File: src/rtl/sr_cmd_sequencer.sv
// Queued SET/CLR command sequencer driving a downstream SR flop with timed pulses and a shadow of its q.
// Define SR_CMD_TOGGLE_EN to execute TOGGLE from the shadow; otherwise every popped TOGGLE is dropped with err.
module sr_cmd_sequencer #(
    parameter int DEPTH     = 4,
    parameter int PULSE_CYC = 1,
    parameter int GAP_CYC   = 1
) (
    input  logic       clk,
    input  logic       reset,
    input  logic       cmd_valid,
    output logic       cmd_ready,
    input  logic [1:0] cmd_op,
    output logic       s,
    output logic       r,
    output logic       shadow_q,
    output logic       shadow_vld,
    output logic       busy,
    output logic       err
);

    // state | meaning
    // IDLE  | no pulse in flight; pops one command per cycle when the FIFO is non-empty
    // DRIVE | s or r held high for PULSE_CYC cycles
    // GAP   | forced s=r=0 for GAP_CYC cycles before the next pop
    typedef enum logic [1:0] {ST_IDLE, ST_DRIVE, ST_GAP} state_t;

    localparam logic [1:0] OP_CLR = 2'b01;
    localparam logic [1:0] OP_SET = 2'b10;
    localparam logic [1:0] OP_TOG = 2'b11;

    localparam int AW      = (DEPTH < 2) ? 1 : $clog2(DEPTH);
    localparam int CNT_MAX = (PULSE_CYC > GAP_CYC) ? PULSE_CYC : GAP_CYC;
    localparam int CW      = (CNT_MAX < 2) ? 1 : $clog2(CNT_MAX);
    localparam logic [CW-1:0] PULSE_LD = CW'(PULSE_CYC - 1);
    localparam logic [CW-1:0] GAP_LD   = (GAP_CYC == 0) ? '0 : CW'(GAP_CYC - 1);

    logic [1:0]  fifo_mem [DEPTH];
    logic [AW:0] wr_ptr, rd_ptr;
    logic        fifo_empty, fifo_full, push, pop;
    logic [1:0]  head_op;

    state_t         state, state_nxt;
    logic [CW-1:0]  cnt, cnt_nxt;
    logic           s_nxt, r_nxt, err_nxt, shadow_q_nxt, shadow_vld_nxt;
    logic           do_set, do_clr;

    // Extra pointer MSB distinguishes full from empty when the indices match.
    assign fifo_empty = (wr_ptr == rd_ptr);
    assign fifo_full  = (wr_ptr[AW] != rd_ptr[AW]) && (wr_ptr[AW-1:0] == rd_ptr[AW-1:0]);
    assign cmd_ready  = !fifo_full;
    assign push       = cmd_valid && !fifo_full;
    assign head_op    = fifo_mem[rd_ptr[AW-1:0]];
    assign busy       = (state != ST_IDLE) || !fifo_empty;

    always_ff @(posedge clk) begin
        if (push) begin
            fifo_mem[wr_ptr[AW-1:0]] <= cmd_op;
        end
    end

    always_comb begin
        state_nxt      = state;
        cnt_nxt        = cnt;
        pop            = 1'b0;
        s_nxt          = 1'b0;
        r_nxt          = 1'b0;
        err_nxt        = 1'b0;
        shadow_q_nxt   = shadow_q;
        shadow_vld_nxt = shadow_vld;
        do_set         = 1'b0;
        do_clr         = 1'b0;
        case (state)
            ST_IDLE: begin
                if (!fifo_empty) begin
                    pop = 1'b1;
                    case (head_op)
                        OP_SET: do_set = 1'b1;
                        OP_CLR: do_clr = 1'b1;
                        OP_TOG: begin
`ifdef SR_CMD_TOGGLE_EN
                            if (shadow_vld) begin
                                do_set = !shadow_q;
                                do_clr = shadow_q;
                            end else begin
                                err_nxt = 1'b1;
                            end
`else
                            err_nxt = 1'b1;
`endif
                        end
                        default: ;
                    endcase
                    if (do_set || do_clr) begin
                        state_nxt      = ST_DRIVE;
                        cnt_nxt        = PULSE_LD;
                        s_nxt          = do_set;
                        r_nxt          = do_clr;
                        shadow_q_nxt   = do_set;
                        shadow_vld_nxt = 1'b1;
                    end
                end
            end
            ST_DRIVE: begin
                if (cnt == '0) begin
                    if (GAP_CYC == 0) begin
                        state_nxt = ST_IDLE;
                    end else begin
                        state_nxt = ST_GAP;
                        cnt_nxt   = GAP_LD;
                    end
                end else begin
                    cnt_nxt = cnt - 1'b1;
                    s_nxt   = s;
                    r_nxt   = r;
                end
            end
            ST_GAP: begin
                if (cnt == '0) begin
                    state_nxt = ST_IDLE;
                end else begin
                    cnt_nxt = cnt - 1'b1;
                end
            end
            default: state_nxt = ST_IDLE;
        endcase
    end

    always_ff @(posedge clk) begin
        if (reset) begin
            state      <= ST_IDLE;
            cnt        <= '0;
            wr_ptr     <= '0;
            rd_ptr     <= '0;
            s          <= 1'b0;
            r          <= 1'b0;
            err        <= 1'b0;
            shadow_q   <= 1'b0;
            shadow_vld <= 1'b0;
        end else begin
            state      <= state_nxt;
            cnt        <= cnt_nxt;
            s          <= s_nxt;
            r          <= r_nxt;
            err        <= err_nxt;
            shadow_q   <= shadow_q_nxt;
            shadow_vld <= shadow_vld_nxt;
            if (push) wr_ptr <= wr_ptr + 1'b1;
            if (pop)  rd_ptr <= rd_ptr + 1'b1;
        end
    end

endmodule

File: config.mk
export PLATFORM = sky130hd
export DESIGN_NAME = sr_cmd_sequencer
export DESIGN_NICKNAME = d
export VERILOG_FILES = /design/src/rtl/sr_cmd_sequencer.sv
export SDC_FILE = /design/constraint.sdc
export NUM_CORES = 1
export LEC_CHECK = 0
export ABC_CLOCK_PERIOD_IN_PS = 3200
export CAP_MARGIN = 20
export CORE_AREA = 2 2 47 49
export CTS_CLUSTER_SIZE = 12
export DETAILED_ROUTE_END_ITERATION = 16
export DIE_AREA = 0 0 49 51
export PLACE_DENSITY_LB_ADDON = 0.05
export SLEW_MARGIN = 20
export SYNTH_ARGS = -nofsm -noshare
export SYNTH_HDL_FRONTEND = slang
export SYNTH_SLANG_ARGS = --single-unit
File: constraint.sdc
create_clock -name clk -period 3.2 [get_ports clk]
set_input_delay 0.48 -clock clk [delete_from_list [all_inputs] [get_ports clk]]
set_output_delay 0.48 -clock clk [all_outputs]
set_load 0.01 [all_outputs]
==> run summary, run 1 <==
CRITICAL PATH
-------------------------------------------------------------------------------------------------
Critical path arrival                                                                     1.74 ns
Critical path start-end classification                                               register to output pin
End of the worst register-to-register path                                           shadow_q$_SDFFE_PP0P_
Startpoint type of the worst setup path                                                  register
Endpoint required time on the critical path                                               2.72 ns
CP max FO                                                                                       5
Reg-to-reg setup timing slack                                                             1.37 ns
Depth of the worst register-to-register path                                                    6
Category of the worst setup path capture point                                         output pin

WORST HOLD PATH
-------------------------------------------------------------------------------------------------
Instance count along the most critical hold path                                                2
Terminating pin of the worst hold path                                               shadow_vld$_SDFFE_PP0P_
Class of the tightest hold or removal check                                          register to register
Start point of the worst hold path                                                   shadow_vld$_SDFFE_PP0P_

PLACE
-------------------------------------------------------------------------------------------------
Post-placement cell area                                                             0.001251 mm2
Placed wire-length estimate                                                               1406 um
Count of port buffers added during placement                                                   11
Final weighted congestion in routability-driven placement                                  0.7535

GLOBAL ROUTE
-------------------------------------------------------------------------------------------------
Initial antenna violation count                                                                 0
Overall routing resource usage                                                             16.93%
First-pass GRT wire length                                                                3118 um
Largest net degree at the start of global routing                                              22
Number of global-route vias before repair                                                     699
GRT overflow                                                                                    0

FLOORPLAN
-------------------------------------------------------------------------------------------------
Die Span X                                                                                  49 um
Die extent in y                                                                             51 um
Total die area                                                                       0.002499 mm2
I/O pins                                                                                       12
Area inside the core boundary                                                        0.002063 mm2
Floorplan row count                                                                            17
Initial core utilization                                                                   53.97%

STA
-------------------------------------------------------------------------------------------------
Clock Skews                                                                           0.006483 ns
Timing-limited maximum frequency                                                       0.4502 GHz
Setup repair after global routing missed its margin                                         false
Tightest slew margin relative to the limit                                                 54.77%
Period utilization                                                                         69.42%
Worst-margin pin slew                                                                   0.6763 ns
Total setup violations reported at the end of the flow                                          0
Worst hold slack                                                                        0.4520 ns
Final count of hold timing violations                                                           0
Pins Over Slew Limit                                                                            0
Aggregate negative setup slack                                                               0 ns
Time the final worst path needs with I/O delays and setup                                2.221 ns

ROUTING
-------------------------------------------------------------------------------------------------
Average vias per placed instance                                                            5.368
First-pass iteration count of the detailed router                                               4
DRC Markers                                                                                     0
Routed wire length                                                                        1863 um
Total vias in the final route                                                                 714
Remaining antenna violation count after routing                                                 0
Average detailed-routed wire length per instance                                         14.01 um
Drt initial violations                                                                          6

STATUS
-------------------------------------------------------------------------------------------------
Result of the run                                                                    complete, no violations

SYNTHESIS
-------------------------------------------------------------------------------------------------
Number of synthesized flops with an enable pin                                                  8
Number of distinct library cell variants in the gate-level netlist after synthesis             29
Seq/Total Area, Yosys                                                                      48.54%
Share of async-settable or async-resettable flops after synthesis                              0%
Number of synthesis warnings                                                                    0
Post-Syn Area per Cell                                                                  12.10 um2
Most common cell in the synthesized netlist                                          sky130_fd_sc_hd__dfxtp_1
Leading register cell type out of synthesis                                          sky130_fd_sc_hd__dfxtp_1
Syn Std Cell Area                                                                    0.001114 mm2
Top cell type by total area after synthesis                                          sky130_fd_sc_hd__dfxtp_1
Most common library cells after synthesis                                            15 x sky130_fd_sc_hd__dfxtp_1, 9 x sky130_fd_sc_hd__ha_1, 8 x sky130_fd_sc_hd__edfxtp_1, 6 x sky130_fd_sc_hd__inv_1, 6 x sky130_fd_sc_hd__nand2b_1
Post-synth top area share                                                                  26.97%
Number of instances in the synthesized netlist                                                 92
Yosys reg bits                                                                                 23
Leading post-synthesis cells by cell area                                            sky130_fd_sc_hd__dfxtp_1 27%, sky130_fd_sc_hd__edfxtp_1 22%, sky130_fd_sc_hd__ha_1 10%
Number of nets in the synthesized netlist                                                     106

POWER
-------------------------------------------------------------------------------------------------
Power per cell area                                                                  776.1 mW/mm2
Largest voltage drop on the vdd net                                                     0.5741 mV
Leakage dissipation                                                                     0.4991 nW

CTS
-------------------------------------------------------------------------------------------------
Root Driver                                                                          sky130_fd_sc_hd__clkbuf_4
CTS tree                                                                                     done
Post-cts gate resize count                                                                      0
Number of H-tree branching levels                                                               1
CTS clock-pin slew for the worst setup and hold paths                                     0.12 ns
Number of buffers added for setup after CTS                                                     0
Maximum buffer depth of the clock tree                                                          2
Number of sinks handled by clock tree synthesis                                                23
# hold bufs at CTS                                                                              0
Num CTS Buffers                                                                                 3
Insertion delay to the later sink of the worst-skew pair                                  0.30 ns

CELLS AND AREA
-------------------------------------------------------------------------------------------------
Share of final-layout standard cells stronger than drive strength 1                        14.29%
Antenna diode count                                                                             0
Cell area after layout                                                               0.001277 mm2
Total Nets Final                                                                              120
Synth-to-Final Area Change                                                                 14.72%

JOB
-------------------------------------------------------------------------------------------------
Max cap viols                                                                                   0

-- cells in the final DEF (no fill, tap or decap), drive strengths merged, types with 2 or more instances in the layout --
master | synthesis | routed
nor3b | 4 | 4
clkdlybuf4s50 | 0 | 11
edfxtp | 8 | 8
dfxtp | 15 | 15
a21oi | 2 | 2
o31ai | 3 | 3
nor2 | 4 | 4
mux2i | 3 | 3
nor4 | 2 | 2
mux2 | 3 | 3
xor2 | 3 | 3
and2 | 4 | 4
nand3 | 2 | 2
xnor2 | 3 | 3
o31a | 2 | 2
inv | 6 | 6
nor3 | 2 | 2
ha | 9 | 9
nand2b | 6 | 6
mux4 | 2 | 2
clkbuf | 2 | 4
-- layer usage --
metal | GRT usage (%) | vias up | routed length, um
met2 | 31.05 | 9 | 976
met5 | 0 | - | 0
met3 | 2.632 | 2 | 38
li1 | - | 359 | -
met1 | 19.19 | 344 | 829
met4 | 8.571 | 0 | 18
-- through the flow --
step,worst slack [ns],util (%),std cells,total power [mW]
finish,0.9786,61.92,133,0.9915
global route,0.8625,61.92,133,1.065
CTS,0.9667,61.92,133,1.005
detailed placement,1.101,60.64,129,0.8678
global placement,1.185,60.64,129,0.8544
floorplan,1.502,-,92,0.7275
-- layout make-up --
cell class | count | area [um2]
clock buffers | 4 | 26.28
well taps | 28 | 35.03
repair buffers | 11 | 110.1
inverters | 6 | 22.52
flip-flops and latches | 23 | 540.5
multi-input cells | 61 | 543.0
fillers | 196 | 785.8
-- registers in the layout, summed over array words and instances (netlist names), 2 cells and up, named ones only --
name	cells
state	2
rd_ptr	3
fifo_mem	8
wr_ptr	3
-- kinds of logic (layout without fill, tap and decap cells) --
kind of cell	after synthesis	after routing	synth area share [%]
xor gates and xnor gates	6	6	4.720
AOI/OAI and AO/OA	10	10	7.866
and+or+nand+nor	28	28	15.96
buffers and inverters	8	21	2.697
adders and majority gates	9	9	10.11
DFF	23	23	48.54
muxes	8	8	10.11
-- power by group --
part           internal, mW  switching (mW)
combinational         0.224           0.217
clock                0.0485          0.0794
sequential            0.367          0.0554
total                 0.640           0.352
-- how the worst max path moves through the flow --
| stage | endpoint | slack (ns) | startpoint | cells after the start |
|---|---|---|---|---|
| after CTS | cmd_ready | 0.97 | wr_ptr[2]$_SDFFE_PP0P_ | 3 |
| after global placement | rd_ptr[2]$_SDFFE_PP0P_ | 1.18 | reset | 4 |
| after floorplan | shadow_q$_SDFFE_PP0P_ | 1.50 | register | 6 |
| after global routing | cmd_ready | 0.86 | rd_ptr[2]$_SDFFE_PP0P_ | 3 |
| after detailed placement | rd_ptr[2]$_SDFFE_PP0P_ | 1.10 | reset | 4 |
| final | cmd_ready | 0.98 | rd_ptr[2]$_SDFFE_PP0P_ | 3 |
-- critical path: stages (launching register included) --
cell and delay (ns):
sky130_fd_sc_hd__dfxtp_1 0.42, sky130_fd_sc_hd__xor2_1 0.35, sky130_fd_sc_hd__nand3_1 0.16, sky130_fd_sc_hd__clkdlybuf4s50_1 0.51
Power figures use the tool's default switching activity.
==> run 2, diff against run 1 <==
--- a/config.mk
+++ b/config.mk
@@ -5,12 +5,12 @@
 export SDC_FILE = /design/constraint.sdc
 export NUM_CORES = 1
 export LEC_CHECK = 0
-export ABC_CLOCK_PERIOD_IN_PS = 3200
+export ABC_CLOCK_PERIOD_IN_PS = 2100
 export CAP_MARGIN = 20
-export CORE_AREA = 2 2 47 49
+export CORE_AREA = 2 2 49 51
 export CTS_CLUSTER_SIZE = 12
 export DETAILED_ROUTE_END_ITERATION = 16
-export DIE_AREA = 0 0 49 51
+export DIE_AREA = 0 0 51 53
 export PLACE_DENSITY_LB_ADDON = 0.05
 export SLEW_MARGIN = 20
 export SYNTH_ARGS = -nofsm -noshare
==> constraint.sdc (replaced) <==
create_clock -name clk -period 2.1 [get_ports clk]
set_input_delay 0.315 -clock clk [delete_from_list [all_inputs] [get_ports clk]]
set_output_delay 0.315 -clock clk [all_outputs]
set_load 0.01 [all_outputs]
==> run 2 against run 1 <==
Final cell count is 0.75% higher. Routed wire length shrank 4.3%. Via count rose by 0.56%. Flip-flop and latch count did not move. Critical endpoint is now busy.
==> run summary, run 2 (synthesis gave the netlist of run 1 again) <==
POWER
----------------------------------------------------------------------------------
Overall power after layout                                                1.524 mW
Leakage dissipation                                                      0.5034 nW
Largest voltage drop on the vdd net                                      0.5401 mV
Power per cell area                                                    1173 mW/mm2

CRITICAL PATH
----------------------------------------------------------------------------------
Endpoint required time on the critical path                                1.78 ns
CP max FO                                                                        4
Critical path arrival                                                      1.69 ns
Cell with the biggest individual delay on the critical path           sky130_fd_sc_hd__clkdlybuf4s50_1
Category of the worst setup path capture point                          output pin
Startpoint type of the worst setup path                                   register
Critical path's largest stage delay                                        0.50 ns
Critical path start-end classification                                register to output pin
Critical Path, Cell by Cell                                           xnor2_1 -> nand4_1 -> clkdlybuf4s50_1

GLOBAL ROUTE
----------------------------------------------------------------------------------
Largest net degree at the start of global routing                               15
GRT overflow                                                                     0
Initial antenna violation count                                                  0
Number of global-route vias before repair                                      714
Overall routing resource usage                                              15.98%
First-pass GRT wire length                                                 3036 um

CELLS AND AREA
----------------------------------------------------------------------------------
Commonest non-fill, non-tap cell in the layout                        sky130_fd_sc_hd__dfxtp_1
Total Nets Final                                                               121
Synth-to-Final Area Change                                                  16.63%
Number of standard cells in the layout, taps in and fillers out                134
Flip-flop count of the largest register after layout                             8
Most frequent cells in the layout                                     13 x sky130_fd_sc_hd__dfxtp_1, 11 x sky130_fd_sc_hd__clkdlybuf4s50_1, 9 x sky130_fd_sc_hd__ha_1
Antenna diode count                                                              0
Share of final-layout standard cells stronger than drive strength 1         18.87%

CTS
----------------------------------------------------------------------------------
Number of buffers added for setup after CTS                                      0
Maximum buffer depth of the clock tree                                           2
# hold bufs at CTS                                                               0
Number of sinks handled by clock tree synthesis                                 23
Num CTS Buffers                                                                  3
Number of H-tree branching levels                                                1
Root Driver                                                           sky130_fd_sc_hd__clkbuf_4
CTS tree                                                                      done
Insertion delay to the later sink of the worst-skew pair                   0.32 ns
CTS clock-pin slew for the worst setup and hold paths                      0.13 ns

STA
----------------------------------------------------------------------------------
Clock Skews                                                            0.003890 ns
Final count of hold timing violations                                            0
Tightest slew margin relative to the limit                                  63.81%
Pins Over Slew Limit                                                             0
Time the final worst path needs with I/O delays and setup                 2.002 ns
Timing-limited maximum frequency                                        0.4996 GHz
Worst-margin pin slew                                                    0.5410 ns
Setup repair after global routing missed its margin                          false
Total setup violations reported at the end of the flow                           0
Aggregate negative setup slack                                                0 ns
Period utilization                                                          95.31%

PLACE
----------------------------------------------------------------------------------
Final weighted congestion in routability-driven placement                   0.7578
Placed wire-length estimate                                                1381 um
Count of port buffers added during placement                                    11
Post-placement cell count                                                      130

ROUTING
----------------------------------------------------------------------------------
Average vias per placed instance                                             5.358
Drt initial violations                                                           8
DRC Markers                                                                      0
Total vias in the final route                                                  718
First-pass iteration count of the detailed router                                4
Routed wire length                                                         1783 um
Remaining antenna violation count after routing                                  0
Average detailed-routed wire length per instance                          13.31 um

WORST HOLD PATH
----------------------------------------------------------------------------------
Class of the tightest hold or removal check                           register to register

FLOORPLAN
----------------------------------------------------------------------------------
Floorplan row count                                                             17
Die Span X                                                                   51 um
I/O pins                                                                        12
Area inside the core boundary                                         0.002148 mm2
Initial core utilization                                                    51.83%
Die extent in y                                                              53 um
Total die area                                                        0.002703 mm2

STATUS
----------------------------------------------------------------------------------
Result of the run                                                     complete, no violations

JOB
----------------------------------------------------------------------------------
Max cap viols                                                                    0

## run 2: cell count changes in the layout (fill, tap and decap cells not counted), sizes merged
cell	before	now
clkinvlp	0	1
buf	0	1
clkbuf	4	3
## run 2: layout make-up
class / count / area [um2]
inverters: 6 / 22.52
well taps: 28 / 35.03
clock buffers: 3 / 22.52
repair buffers: 12 / 117.6
fillers: 185 / 849.6
multi-input cells: 61 / 550.5
clock inverters: 1 / 7.507
flip-flops and latches: 23 / 543.0
## run 2: per-layer routing
metal  vias up  wire length (um)  track usage (%)
met2        11               846            26.84
li1        361                 -                -
met5         -                 0                0
met1       341               839            17.92
met4         0                53            13.06
met3         5                44            2.542
## run 2: repair_timing
| action | 4_1_cts | 5_1_grt |
|---|---|---|
| resized for setup | 0 | 3 |
| endpoints found under the hold margin | 0 | 0 |
| setup endpoints to repair | 0 | 2 |
## run 2: report_power, final
group,leakage (nW),switching (mW),internal [mW]
Sequential,0.197,0.0801,0.561
Clock,0.0139,0.143,0.0729
Combinational,0.292,0.322,0.345
## run 2: worst max-delay path, delay by kind of cell (launching register included)
kind,cells,cell delay (ns)
flip-flops,1,0.37
XOR/XNOR,1,0.34
AND/OR/NAND/NOR,1,0.14
buffers and inverters,1,0.50
## run 2: path summary, 6_finish.rpt
path / from / endpoint / slack (ns) / cells past startpoint
min reg2reg: shadow_vld$_SDFFE_PP0P_ / shadow_vld$_SDFFE_PP0P_ / 0.46 / 2
min: shadow_vld$_SDFFE_PP0P_ / shadow_vld$_SDFFE_PP0P_ / 0.46 / 2
max reg2reg: register / shadow_q$_SDFFE_PP0P_ / 0.30 / 6
max: rd_ptr[2]$_SDFFE_PP0P_ / busy / 0.1 / 3
## run 2: metrics by stage
step	area, um2	setup slack (ns)	utilization, %	hold slack [ns]
3_5_place_dp	1259	0.2964	58.59	0.4487
4_1_cts	1289	0.02259	59.99	0.4658
6_report	1299	0.09842	60.45	0.4610
5_1_grt	1299	0.01802	60.45	0.5012
2_1_floorplan	1114	0.4017	-	0.4139
3_3_place_gp	1259	0.3516	58.59	0.4404
